$ cat config.mk
export PLATFORM = sky130hd
export DESIGN_NAME = grid_display_scanner
export DESIGN_NICKNAME = d
export VERILOG_FILES = /design/src/rtl/game_pkg.sv /design/src/rtl/row_scan_timer.sv /design/src/rtl/grid_display_scanner.sv
export SDC_FILE = /design/constraint.sdc
export NUM_CORES = 1
export LEC_CHECK = 0
export CORE_UTILIZATION = 56
export DETAILED_ROUTE_END_ITERATION = 8
export HOLD_SLACK_MARGIN = 0.08
export PLACE_DENSITY = 0.88
export SLEW_MARGIN = 30
export SYNTH_ARGS = -nofsm -noshare
export SYNTH_HDL_FRONTEND = slang
export SYNTH_SLANG_ARGS = --single-unit
$ cat constraint.sdc
create_clock -name clk -period 2.84 [get_ports clk]
set_input_delay 0.568 -clock clk [delete_from_list [all_inputs] [get_ports clk]]
set_output_delay 0.568 -clock clk [all_outputs]
set_load 0.02 [all_outputs]
$ cat src/rtl/game_pkg.sv
// game_pkg: grid geometry, cell types and scan states shared by Game and the display scanner.
package game_pkg;
    localparam int GRID_ROWS = 8;
    localparam int GRID_COLS = 8;
    localparam int GRID_W    = 64;

    typedef logic [GRID_W-1:0]    grid_t;
    typedef logic [GRID_COLS-1:0] row_t;
    typedef enum logic [1:0] {IDLE, BLANK, DRIVE} scan_state_t;
endpackage

$ cat src/rtl/row_scan_timer.sv
// row_scan_timer: per-row slot timing (blank then drive) and row index for the LED matrix.
module row_scan_timer
    import game_pkg::scan_state_t;
#(
    parameter int ROW_DWELL = 1000,
    parameter int BLANK     = 2
) (
    input  logic       clk,
    input  logic       reset,
    input  logic       i_start,
    output logic [2:0] o_row,
    output logic       o_idle,
    output logic       o_drive_en,
    output logic       o_frame_end,
    output logic       o_frame_start
);
    localparam int DW = $clog2(ROW_DWELL);

    scan_state_t   r_state;
    logic [DW-1:0] r_dwell;
    logic [2:0]    r_row;
    logic          w_slot_end;

    // dwell runs across blank and drive, so one slot is ROW_DWELL cycles in total
    assign w_slot_end = r_dwell == DW'(ROW_DWELL - 1);

    always_ff @(posedge clk or negedge reset) begin
        if (!reset) begin
            r_state <= game_pkg::IDLE;
            r_dwell <= '0;
            r_row   <= '0;
        end else begin
            case (r_state)
                game_pkg::IDLE: if (i_start) begin
                    r_row   <= '0;
                    r_dwell <= '0;
                    r_state <= game_pkg::BLANK;
                end
                game_pkg::BLANK: begin
                    r_dwell <= r_dwell + 1'b1;
                    if (r_dwell == DW'(BLANK - 1)) r_state <= game_pkg::DRIVE;
                end
                game_pkg::DRIVE: if (w_slot_end) begin
                    r_dwell <= '0;
                    r_row   <= r_row + 1'b1;
                    r_state <= game_pkg::BLANK;
                end else begin
                    r_dwell <= r_dwell + 1'b1;
                end
                default: r_state <= game_pkg::IDLE;
            endcase
        end
    end

    assign o_row         = r_row;
    assign o_idle        = r_state == game_pkg::IDLE;
    assign o_drive_en    = r_state == game_pkg::DRIVE;
    assign o_frame_end   = o_drive_en && r_row == 3'd7 && w_slot_end;
    assign o_frame_start = o_drive_en && r_row == 3'd0 && r_dwell == DW'(BLANK);
endmodule

$ cat src/rtl/grid_display_scanner.sv
// grid_display_scanner: double-buffers Life generations and row-multiplexes them onto an 8x8 LED matrix,
// with generation count and extinct/stable status.
module grid_display_scanner
    import game_pkg::grid_t, game_pkg::GRID_W;
#(
    parameter int ROW_DWELL = 1000,
    parameter int BLANK     = 2,
    parameter int GEN_W     = 16
) (
    input  logic              clk,
    input  logic              reset,
    input  logic [GRID_W-1:0] grid_in,
    input  logic              grid_valid,
    output logic              grid_ready,
    output logic [7:0]        row_n,
    output logic [7:0]        col,
    output logic              frame_start,
    output logic [GEN_W-1:0]  gen_count,
    output logic              extinct,
    output logic              stable
);
    grid_t            r_pending;
    grid_t            r_display;
    grid_t            r_last;
    logic             r_pending_full;
    logic             r_extinct;
    logic             r_stable;
    logic [GEN_W-1:0] r_gen_count;
    logic [2:0]       w_row;
    logic             w_idle;
    logic             w_drive_en;
    logic             w_frame_end;
    logic             w_accept;
    logic             w_swap;

    row_scan_timer #(.ROW_DWELL(ROW_DWELL), .BLANK(BLANK)) u_timer (
        .clk           (clk),
        .reset         (reset),
        .i_start       (r_pending_full),
        .o_row         (w_row),
        .o_idle        (w_idle),
        .o_drive_en    (w_drive_en),
        .o_frame_end   (w_frame_end),
        .o_frame_start (frame_start)
    );

    assign w_accept = grid_valid && !r_pending_full;
    // the display buffer only changes before the first frame or on the last drive cycle of row 7
    assign w_swap   = r_pending_full && (w_idle || w_frame_end);

    always_ff @(posedge clk or negedge reset) begin
        if (!reset) begin
            r_pending      <= '0;
            r_display      <= '0;
            r_last         <= '0;
            r_pending_full <= 1'b0;
            r_gen_count    <= '0;
            r_extinct      <= 1'b0;
            r_stable       <= 1'b0;
        end else begin
            if (w_swap) begin
                r_display      <= r_pending;
                r_pending_full <= 1'b0;
            end else if (w_accept) begin
                r_pending      <= grid_in;
                r_pending_full <= 1'b1;
            end
            if (w_accept) begin
                r_gen_count <= (r_gen_count == '1) ? r_gen_count : r_gen_count + 1'b1;
                r_extinct   <= grid_in == '0;
                r_stable    <= (r_gen_count != '0) && (grid_in == r_last);
                r_last      <= grid_in;
            end
        end
    end

    always_comb begin
        row_n = w_drive_en ? ~(8'd1 << w_row) : 8'hFF;
        col   = w_drive_en ? r_display[{w_row, 3'b000} +: 8] : 8'h00;
    end

    assign grid_ready = !r_pending_full;
    assign gen_count  = r_gen_count;
    assign extinct    = r_extinct;
    assign stable     = r_stable;
endmodule

==> flow_metrics.py <==
metrics = {
    "final_layout": {
        "n_fill_cell": 945,
        "multi_input_area_sq_mm": 0.00393,
        "finalNetCount": 840,
        "mostFrequentLayoutCells": "161 x dfrtp_1, 92 x clkdlybuf4s50_1, 73 x mux2_2, 49 x mux2_4, 42 x xnor2_1",
        "drive_gt1_share_pct": 25.0,
        "antenna_cells": 0,
        "fin_cells": 955,
        "mostFrequentLayoutCell": "dfrtp_1",
        "stdcell_area_sq_mm": 0.0101,
        "area_growth_pct": 21.8,
        "seqCellArea_sq_mm": 0.00406,
    },
    "routing": {
        "via_per_inst": 6.27,
        "drt_iter0_drc": 541,
        "first_pass_iters": 7,
        "drcViolationCount": 0,
        "wl_met1_mm": 8.51,
        "via_count": 5992,
        "met3WireLength_mm": 1.55,
        "met2WireLength_mm": 10.6,
        "wl_per_cell_um": 22.6,
        "highest_layer": "met4",
        "ant_nets": 0,
        "wirelength_mm": 21.6,
    },
    "timing": {
        "fmax_mhz": 361,
        "slew_headroom_pct": 50.0,
        "finalSetupViolations": 0,
        "whs_ns": 0.0826,
        "drv_slew": 0,
        "layout_min_cycle_time_ns": 2.77,
        "rsz0062_at_grt": "no",
        "hold_viol_final": 0,
        "fin_tns_setup_ns": 0,
        "fin_skew_ns": 0.00869,
        "worstMarginPinSlew_ns": 0.747,
        "finalCritPeriodShare_pct": 97.4,
    },
    "clock_network": {
        "cts_tree": "yes",
        "clk_path_buf_depth": 2,
        "cts_hold_repair.buffers": 0,
        "cts.sinks": 162,
        "path_clk_slew_ns": 0.06,
        "clk-insertion-delay-late_ns": 0.43,
        "root_buffer": "clkbuf_16",
        "numCtsBuffers": 17,
        "htree_levels": 4,
    },
    "placement": {
        "io_buffers": 102,
        "dpl_cell_area_sq_mm": 0.00950,
        "dp_hpwl_mm": 15.3,
        "place_congestion": 0.870,
        "dp.cells": 922,
    },
    "power": {
        "p_per_area_mw_per_mm2": 1090,
        "p_leak_nw": 4.21,
        "irDropWorstVdd_v": 0.000568,
    },
    "global_routing": {
        "grt_overflow": 0,
        "grt_pass1_wl_mm": 34.3,
        "antenna_found_initial": 0,
        "grt_pass1_vias": 6347,
        "grt_max_degree": 58,
        "grtUsageTotal_pct": 30.6,
    },
    "floorplanning": {
        "die_w_um": 124,
        "die_y_um": 124,
        "ios": 103,
        "start_util_pct": 57.2,
        "coreArea_sq_mm": 0.0145,
        "die_area_sq_mm": 0.0153,
        "rows": 44,
    },
    "setup_path": {
        "required_ns": 2.27,
        "start_kind": "flop",
        "crit_path_end_kind": "output pin",
        "path_max_fanout": 17,
        "worstSetupPathType": "reg2out",
        "cp.arrival_ns": 2.20,
    },
    "yosys": {
        "ys_seq_elements": 162,
        "synth_fa_ha_area_share_pct": 2.27,
        "synthMuxAreaShare_pct": 23.2,
        "syn_avg_cell_area_sq_um": 12.8,
        "synth.cell_area_sq_mm": 0.00828,
        "yosysWarnings": 0,
        "ys.flop_type": "dfrtp_1",
        "synth_cell_types": 53,
        "synth-compound-area-share_pct": 5.41,
        "syn_nets": 729,
        "synth_top_family_by_area": "multiplexers",
        "async_flop_share_pct": 100,
        "synthSimpleGateAreaFrac_pct": 9.08,
        "synth_edf_count": 0,
        "yosysSeqAreaShare_pct": 48.9,
        "synth_xor_area_share_pct": 7.40,
        "syn_inst": 647,
    },
    "run_status": {
        "status": "complete, no violations",
    },
    "worst_hold_path": {
        "hold_path_class": "in2async",
    },
    "run": {
        "maxCapViolations": 0,
    },
}
-- repair_timing --
item | in CTS | in global routing
gates resized for setup | 10 | 1
setup endpoints to repair | 9 | 2
setup buffers | 0 | 0
cloned | 0 | 1
-- worst max-delay path: stages (launching register included) --
cell and delay [ns]:
dfrtp_1 0.41, buf_4 0.31, mux4_2 0.27, nand2_1 0.08, a21boi_0 0.32, dlygate4sd2_1 0.38
-- cell type report --
| class | count | share of cell area (%) |
|---|---|---|
| inverter | 29 | 1.08 |
| sequential | 162 | 40.2 |
| clock inverter | 14 | 1.31 |
| multi-input combinational | 431 | 39.0 |
| clock buffer | 18 | 4.35 |
| timing repair buffer | 117 | 11.8 |
| tap | 184 | 2.28 |
-- where the power goes --
part / total [mW] / switching [mW] / internal [mW]
registers: 4.31 / 0.954 / 3.35
clock network: 2.22 / 0.982 / 1.23
logic: 4.44 / 1.89 / 2.55
-- routing by layer --
layer,GRT usage [%],vias to the layer above
met5,0,-
met4,14.0,0
met3,6.87,84
met2,50.3,319
met1,38.5,3016
li1,-,2573
-- flip-flops by register name (all words and copies together), names as in the netlist --
| name | cells |
|---|---|
| extinct | 1 |
| gen_count | 16 |
| r_display | 64 |
| r_last | 63 |
| r_pending | 1 |
| r_pending_full | 1 |
| stable | 1 |
| u_timer.o_row | 3 |
| u_timer.r_dwell | 10 |
| u_timer.r_state | 2 |
-- logic make-up (layout without fill, tap and decap cells) --
kind of cell	count (synthesis)	count (layout)
AO/OA/AOI/OAI	67	67
XOR/XNOR	70	70
adder cells (fa/ha/maj)	15	15
buffers and inverters	54	178
flip-flops	162	162
multiplexers	138	138
AND/OR/NAND/NOR	141	141
-- final timing paths --
check                                         from             to  slack [ns]  cells past startpoint
worst max-delay path              u_timer.o_row[1]         col[6]        0.07                      5
worst min-delay path                         reset  r_display[23]        0.08                      1
worst min register to register          r_last[34]  r_display[34]        0.50                      1
max in group asynchronous                    reset     r_last[38]        1.98                      2
worst max register to register  u_timer.r_state[0]   r_display[1]        0.27                      7
min in group clk                        r_last[34]  r_display[34]        0.50                      1
-- synth_stat cells (2+ instances only) --
cell,n,area (sq um)
buf_12,5,100
or3_1,3,18.8
nand2_1,39,146
buf_1,2,7.51
nor2_1,15,56.3
nor3_1,3,15.0
xor2_1,28,245
a21o_1,2,15.0
ha_1,15,188
and3_1,2,12.5
buf_2,8,40.0
a22o_1,2,17.5
a31oi_1,3,18.8
nor4_1,29,181
mux2_2,73,822
mux4_2,16,360
a21oi_1,6,30.0
dfrtp_1,162,4050
mux2_4,49,736
o21ai_1,3,15.0
xnor2_1,42,368
o21ai_0,21,105
or4_1,4,30.0
and4_1,2,17.5
nand4_1,19,119
a21boi_0,10,75.1
clkbuf_1,8,30.0
o2bb2ai_1,3,26.3
inv_1,29,109
o22ai_1,5,31.3
nand3_1,17,85.1
-- through the flow --
step / total power, mW / util (%) / worst slack (ns)
after floorplan: 7.42 / - / 0.194
after global placement: 8.32 / 65.6 / 0.294
after detailed placement: 8.59 / 65.6 / 0.225
after CTS: 10.9 / 69.5 / 0.0597
after global routing: 11.5 / 69.7 / 0.00906
final: 11.0 / 69.7 / 0.0726
Note: power is estimated with default switching activity, not from simulation.
